`config.mk`:
```
export PLATFORM = sky130hd
export DESIGN_NAME = seq_detector_param
export DESIGN_NICKNAME = d
export VERILOG_FILES = /design/src/rtl/seq_detector_param.sv
export SDC_FILE = /design/constraint.sdc
export NUM_CORES = 1
export LEC_CHECK = 0
export ABC_AREA = 1
export CAP_MARGIN = 20
export CORE_MARGIN = 2
export CORE_UTILIZATION = 30
export DETAILED_ROUTE_END_ITERATION = 8
export PLACE_DENSITY = 0.58
export SLEW_MARGIN = 10
export SYNTH_ARGS = -nofsm -noshare
export SYNTH_HDL_FRONTEND = slang
export SYNTH_SLANG_ARGS = --single-unit
```
`constraint.sdc`:
```
create_clock -name clk -period 2.5 [get_ports clk]
set_input_delay 0.25 -clock clk [delete_from_list [all_inputs] [get_ports clk]]
set_output_delay 0.25 -clock clk [all_outputs]
set_load 0.05 [all_outputs]
```
`src/rtl/seq_detector_param.sv`:
```
`default_nettype none
// ============================================================================
// Module   : seq_detector_param
// Purpose  : Parametrised Mealy serial-pattern detector with a runtime-loadable
//            pattern and per-cycle selection of overlapping or non-overlapping
//            detection. Define MATCH_CNT_EN to build the saturating match counter.
// Revision : 1.0 - initial release
// ============================================================================
module seq_detector_param #(
  parameter int PAT_W = 4,
  parameter int CNT_W = 8
) (
  input  logic             clk,
  input  logic             reset,
  input  logic             en,
  input  logic             x,
  input  logic             load,
  input  logic [PAT_W-1:0] pattern,
  input  logic             overlap,
  output logic             y,
  output logic             armed,
  output logic [CNT_W-1:0] match_cnt
);

  localparam int              FILL_W      = (PAT_W <= 2) ? 1 : $clog2(PAT_W);
  localparam logic [FILL_W-1:0] c_FILL_FULL = FILL_W'(PAT_W - 1);

  logic [PAT_W-1:0]  r_pat;
  logic [PAT_W-2:0]  r_hist;
  logic [FILL_W-1:0] r_fill;

  logic [PAT_W-1:0]  w_window;
  logic              w_armed;
  logic              w_hit;
  logic [FILL_W-1:0] w_fill_next;

  // Newest bit sits in the LSB, so the live bit completes the window.
  assign w_window = {r_hist, x};
  assign w_armed  = (r_fill == c_FILL_FULL);
  assign w_hit    = en & ~load & w_armed & (w_window == r_pat);

  assign y     = w_hit;
  assign armed = w_armed;

  // Non-overlapping hits discard the whole window so the next match needs
  // PAT_W fresh bits; otherwise fill climbs and saturates at PAT_W-1.
  always_comb begin
    w_fill_next = r_fill;
    if (w_hit && !overlap) begin
      w_fill_next = '0;
    end else if (!w_armed) begin
      w_fill_next = r_fill + FILL_W'(1);
    end
  end

  always_ff @(posedge clk) begin
    if (reset) begin
      r_pat  <= '0;
      r_hist <= '0;
      r_fill <= '0;
    end else if (load) begin
      r_pat  <= pattern;
      r_hist <= '0;
      r_fill <= '0;
    end else if (en) begin
      r_hist <= w_window[PAT_W-2:0];
      r_fill <= w_fill_next;
    end
  end

`ifdef MATCH_CNT_EN
  localparam logic [CNT_W-1:0] c_CNT_MAX = '1;

  logic [CNT_W-1:0] r_cnt;

  always_ff @(posedge clk) begin
    if (reset || load) begin
      r_cnt <= '0;
    end else if (w_hit && (r_cnt != c_CNT_MAX)) begin
      r_cnt <= r_cnt + CNT_W'(1);
    end
  end

  assign match_cnt = r_cnt;
`else
  assign match_cnt = '0;
`endif

endmodule
`default_nettype wire

```
---- After elaboration in Yosys (flattened, before gate mapping) ----
Index checks and enable logic that the tools add are counted.
storage, ports and cells
  register bits after elaboration ......... 9
  input bits .............................. 10
  output and inout bits ................... 10
  word-level logic and storage cells ...... 17
operators by class
  add/sub/neg operators ................... 1
  equal/unequal tests ..................... 3
  multiplexer cells ....................... 2
  bitwise gates (word level) .............. 4
  reduce and logical (&&, ||, !) cells .... 4
operator list
  kind                                                                      count
  4-bit == test                                                             1
  2-bit 2-to-1 mux                                                          2
  1-bit bitwise AND                                                         3
  2-bit by 1-bit adder with 2-bit output (second input constant)            1
  2-bit == test (second input constant)                                     1
  2-bit by 1-bit inequality test with 1-bit output (second input constant)  1
  2-bit AND reduction                                                       1
  2-bit OR reduction                                                        1
  1-bit logical AND                                                         1
  1-bit logical NOT                                                         1
  1-bit NOT                                                                 1

---- Longest topological paths before layout ----
Gate-level depths: netlist of the first run.
  depth after elaboration ................. 7
  gate-level depth with buffers ........... 10
  gate-level depth less buffers ........... 10

---- Worst setup path after synthesis of the first run ----
No wires, ideal clock.
  path type ............................... flip-flop to output port
  start point ............................. register r_fill[0]
  end point ............................... output y
  arrival time ............................ 1448 ps
  required time ........................... 2250 ps
  path slack .............................. 802 ps
  stages on the path, launching flop included .. 5
  buffers on the path ..................... 0
  path through ............................ dfxtp_1 -> ha_1 -> nand3_1 -> nor2_1 -> and3_2
on the way
  longest elaborated chain between the ends .. 3
RTL lines
  what                            RTL line  RTL
  start, declared                 30        logic [FILL_W-1:0] r_fill;
  start signal, assigned          67        r_fill <= w_fill_next;
  2-bit == test                   39        assign w_armed = (r_fill == c_FILL_FULL);
  via armed                       21        output logic armed,
  1-bit bitwise AND (2 in a row)  40        assign w_hit = en & ~load & w_armed & (w_window == r_pat);
  end, declared                   20        output logic y,
The timed path passes the listed nets, and every way through them passes these cells.

---- Final worst setup path of the first run ----
  start point ............................. register r_fill[0]
  end point ............................... output armed
on the way
  longest elaborated chain between the ends .. 1
RTL lines
  what           RTL line
  2-bit == test  39
  end, declared  21
Every way passes these cells.

==> impl_metrics.tcl, run 1 <==
set metrics [dict create \
    synth_edf_count 0 \
    grt_max_degree 11 \
    die-height_um 44.9 \
    diodes 0 \
    gp_congestion 0.720 \
    cp.required_ns 2.25 \
    htreeDepth 1 \
    setup_viol 0 \
    min_period_ns 1.92 \
    synth.most_common_cell "nand2_1" \
    vias 435 \
    row_count 14 \
    post_cts_buffers 0 \
    finClkSkew_ns 0.00290 \
    synth.cell_area_um2 502 \
    cts_resized 0 \
    finalSetupTns_ns 0 \
    powerDensity_nw_per_um2 556 \
    p_seq_share_pct 45.7 \
    hold_viol_final 0 \
    holdBufCountCts 0 \
    initial_core_util_pct 32.5 \
    p_int_uw 236 \
    ys_seq_area_share_pct 35.9 \
    grtUsageTotal_pct 11.9 \
    syn_avg_cell_area_um2 6.97 \
    overflow 0 \
    worstRegToRegCells 8 \
    drv_slew 0 \
    rsz0062_at_grt "no" \
    p_sw_share_pct 30.6 \
    p_sw_uw 104 \
    grt_pass1_vias 339 \
    final_cell_count_no_fill 101 \
    crit_type "flip-flop to primary output" \
    die_w_um 44.9 \
    num-fill-cells 159 \
    final_nets 97 \
    synth_area_leader_cell "dfxtp_1" \
    worst_slack_ns 0.575 \
    clkSlewWorstSetupHoldPaths_ns 0.06 \
    cts-root-buf "clkbuf_4" \
    final-seq-area_um2 180 \
    antenna_found_initial 0 \
    multiInputGateArea_um2 235 \
    cp_max_fo 4 \
    via_per_inst 4.31 \
    synth_commonest_cells "16 x nand2_1, 10 x inv_1, 10 x nor2_1" \
    ys_warn_count 0 \
    drv_cap 0 \
    p_total_uw 340 \
    crit_arrival_ns 1.67 \
    max_freq_mhz 520 \
    drive_gt1_share_pct 7.06 \
    wl_per_cell_um 8.94 \
    placedCellCount 97 \
    ant_nets 0 \
    finalCritPeriodShare_pct 77.0 \
    status "finished, final reports clean" \
    p_clk_share_pct 33.6 \
    hold_path_depth 2 \
    yosysTopAreaCellShare_pct 35.9 \
    place_ws_ns 0.731 \
    cts_buffer_depth 2 \
    finalWirelength_um 903 \
    die_area_um2 2020 \
    combPwrFrac_pct 20.7 \
    async_reset_ff_share_pct 0 \
    synthToLayoutAreaGrowth_pct 21.7 \
    num_io_pins 20 \
    synth_ff_type "dfxtp_1" \
    grt_first_pass_wirelength_mm 1.53 \
    ir_drop_v 0.000189 \
    place_hpwl_um 689 \
    port_buffers 11 \
    worstSetupStartpointType "flip-flop" \
    cts_made_buffers 3 \
    cts.sinks 9 \
    cts_tree "built" \
    ys_ff_latch 9 \
    yosysUniqueCellTypes 18 \
    core_um2 1540 \
    drtIter0Drc 7 \
    end_kind "primary output" \
    clk_latency_ns 0.26 \
    min_path_type "flip-flop to flip-flop" \
    drt_pre_antenna_iters 4 \
    power.leakage_uw 0.000276 \
    netlist_instances 72 \
    synth_area_leaders "dfxtp_1 36%, buf_4 12%, nand2_1 12%" \
    drc 0 \
]
## power groups by stage
stage | registers [µW] | logic [µW] | clock network [µW]
final | 155 | 70.4 | 114
after global routing | 156 | 77.4 | 133
after CTS | 155 | 70.8 | 122
after detailed placement | 158 | 70.5 | 0
after global placement | 158 | 70.0 | 0
after floorplan | 158 | 61.4 | 0
## per-layer routing
layer  vias up  part of all wire [%]  global-route usage, %
li1        237                     -                      -
met1       177                    47                   13.8
met2        17                    42                   14.5
met3         4                   6.8                   5.20
met4         0                   4.3                   14.1
met5         -                     0                      0
## worst max-delay path: stages (launching register included)
cell,delay [ns]
dfxtp_1,0.35
ha_1,0.23
clkdlybuf4s50_1,0.83
## path summary, 6_finish.rpt
path	startpoint	endpoint	slack [ns]
max	r_fill[0]	armed	0.58
max reg2reg	r_fill[0]	r_fill[1]	1.09
min reg2reg	r_pat[0]	r_pat[0]	0.48
min	r_pat[0]	r_pat[0]	0.48
## placed cells by master (no fill, tap or decap)
| cell type | instances |
|---|---|
| nand2_1 | 16 |
| inv_1 | 10 |
| nor2_1 | 10 |
| clkdlybuf4s50_1 | 10 |
| dfxtp_1 | 9 |
| conb_1 | 8 |
| a211oi_1 | 3 |
| a21oi_1 | 3 |
| clkbuf_4 | 3 |
| nand3_1 | 2 |
| o21ai_0 | 2 |
| inv_2 | 1 |
| xnor2_1 | 1 |
| and3_2 | 1 |
| a2111oi_0 | 1 |
| nand4_1 | 1 |
| a31oi_1 | 1 |
| ha_1 | 1 |
| clkbuf_1 | 1 |
| buf_4 | 1 |
## logic make-up after synthesis
kind of cell               Yosys count  share of synthesized area (%)
buffers and inverters               20                           22.4
adders and majority gates            1                           2.49
xor gates and xnor gates             1                           1.75
DFF                                  9                           35.9
and+or+nand+nor                     30                           24.2
other                                1                          0.747
AOI/OAI and AO/OA                   10                           12.5
## final cells by class
| type | instances | area share (%) |
|---|---|---|
| clock buffers | 4 | 4.30 |
| inverters | 11 | 6.76 |
| multi-input cells | 50 | 38.5 |
| flip-flops and latches | 9 | 29.5 |
| well taps | 16 | 3.28 |
| repair buffers | 11 | 17.6 |
## metrics by stage
step	area, µm²	util [%]	hold WS (ns)
final	611	39.6	0.476
after floorplan	528	-	0.319
after CTS	611	39.6	0.478
after detailed placement	584	37.9	0.466
after global routing	611	39.6	0.495
after global placement	584	37.9	0.466
## registers in the layout, indices dropped and copies added, names as in the netlist
name	cells
r_pat	4
r_hist	3
r_fill	2
Power figures use the tool's default switching activity.
==> run 2: changes to the inputs <==
clock period = 1.9 ns   (was 2.5 ns; I/O delays follow)
==> impl_metrics.tcl, run 2 (same netlist as run 1, synthesis figures left out) <==
set metrics [dict create \
    status "finished, final reports clean" \
    largestRegisters "r_pat x4, r_hist x3, r_fill x2" \
    drive_gt1_share_pct 9.30 \
    powerDensity_nw_per_um2 708 \
    worst_slack_ns 0.278 \
    cts_resized 0 \
    place_hpwl_um 742 \
    cp_cell_sequence "ha_1, nand3_1, nor2_1, and3_2, buf_12" \
    drv_cap 0 \
    die-height_um 44.9 \
    die_area_um2 2020 \
    finClkSkew_ns 0.00361 \
    post_cts_buffers 0 \
    grtUsageTotal_pct 11.6 \
    via_per_inst 4.40 \
    grt_pass1_vias 431 \
    cp.required_ns 1.71 \
    largest_reg_flops 4 \
    die_w_um 44.9 \
    min_period_ns 1.62 \
    antenna_found_initial 0 \
    path_buf_inv 1 \
    drc 0 \
    final_cell_mix "16 x nand2_1, 10 x inv_1, 10 x nor2_1, 9 x clkdlybuf4s50_1, 9 x dfxtp_1" \
    synthToLayoutAreaGrowth_pct 25.2 \
    finalWirelength_um 940 \
    finalSetupTns_ns 0 \
    ir_drop_v 0.000300 \
    initial_core_util_pct 32.5 \
    grt_first_pass_wirelength_mm 1.64 \
    ant_nets 0 \
    holdBufCountCts 0 \
    diodes 0 \
    cts_tree "built" \
    worstSetupStartpointType "flip-flop" \
    port_buffers 11 \
    place_ws_ns 0.325 \
    rsz0062_at_grt "no" \
    core_um2 1540 \
    min_path_type "flip-flop to flip-flop" \
    regMostFlops "r_pat" \
    cts_buffer_depth 2 \
    crit_arrival_ns 1.43 \
    vias 449 \
    hold_viol_final 0 \
    gp_congestion 0.825 \
    worstRegToRegCells 9 \
    final_common_cell "nand2_1" \
    max_freq_mhz 617 \
    slowest_stage "dfxtp_1" \
    drv_slew 0 \
    end_kind "primary output" \
    clk_latency_ns 0.25 \
    row_count 14 \
    drtIter0Drc 6 \
    num_io_pins 20 \
    cts_made_buffers 3 \
    grt_max_degree 10 \
    hold_path_depth 2 \
    clkSlewWorstSetupHoldPaths_ns 0.06 \
    cts.sinks 9 \
    cts-root-buf "clkbuf_4" \
    slowest_delay_ns 0.36 \
    crit_family "simple AND/OR/NAND/NOR gates" \
    crit_type "flip-flop to primary output" \
    final_nets 98 \
    htreeDepth 1 \
    finalCritPeriodShare_pct 85.4 \
    wl_per_cell_um 9.22 \
    setup_viol 0 \
    worst-path-stages 5 \
    overflow 0 \
    cp_max_fo 4 \
    drt_pre_antenna_iters 4 \
    power.leakage_uw 0.000285 \
]
==> run 2: cell types whose count changed in the layout (fill, tap and decap cells not counted) <==
cell,previous run,this run
buf_12,0,1
clkdlybuf4s50_1,10,9
buf_4,1,2
==> run 2: final cells by class <==
class / count / area, µm²
Multi-Input combinational cell: 50 / 235
Clock buffer: 4 / 26.3
Tap cell: 16 / 20.0
Timing Repair Buffer: 12 / 125
Sequential cell: 9 / 180
Inverter: 11 / 41.3
Fill cell: 168 / 913
==> run 2: worst paths after layout <==
| kind | start | to | slack (ns) |
|---|---|---|---|
| worst max-delay path | r_fill[0] | y | 0.28 |
| worst min-delay path | r_pat[0] | r_pat[0] | 0.47 |
| worst max register to register | r_fill[0] | r_fill[1] | 0.53 |
| worst min register to register | r_pat[0] | r_pat[0] | 0.47 |
==> run 2: where the power goes <==
group          switching [µW]  total (µW)  leakage [µW]  internal (µW)
Combinational            63.0        94.8      0.000196           31.8
Clock                    64.8         146     0.0000150           80.8
Sequential               5.89         205     0.0000741            199
==> run 2: stage by stage <==
| step | utilization (%) | power (µW) | instances | instance area (µm²) | hold slack [ns] |
|---|---|---|---|---|---|
| 2_1_floorplan | - | 288 | 79 | 528 | 0.259 |
| 3_3_place_gp | 39.0 | 303 | 98 | 602 | 0.469 |
| 3_5_place_dp | 39.0 | 304 | 98 | 602 | 0.473 |
| 4_1_cts | 40.7 | 453 | 102 | 628 | 0.483 |
| 5_1_grt | 40.7 | 471 | 102 | 628 | 0.500 |
| 6_report | 40.7 | 445 | 102 | 628 | 0.475 |
==> run 2: worst register-to-register path: cells and delay by family, from the launching register on <==
kind / cells / cell delay [ns]
fa+ha+maj: 1 / 0.24
simple gates: 8 / 0.71
flops: 1 / 0.36
==> run 2: layer usage <==
layer | vias to the layer above | part of all wire (%) | track usage (%)
li1 | 239 | - | -
met5 | - | 0 | 0
met1 | 193 | 44 | 12.7
met4 | 0 | 1.3 | 7.06
met3 | 2 | 6.5 | 4.00
met2 | 15 | 48 | 19.1
==> run 3: changes to the inputs <==
SLEW_MARGIN = unset   (was 10)
==> results of run 3 <==
Same layout as run 2: the final DEF is identical, and so are final timing and power.
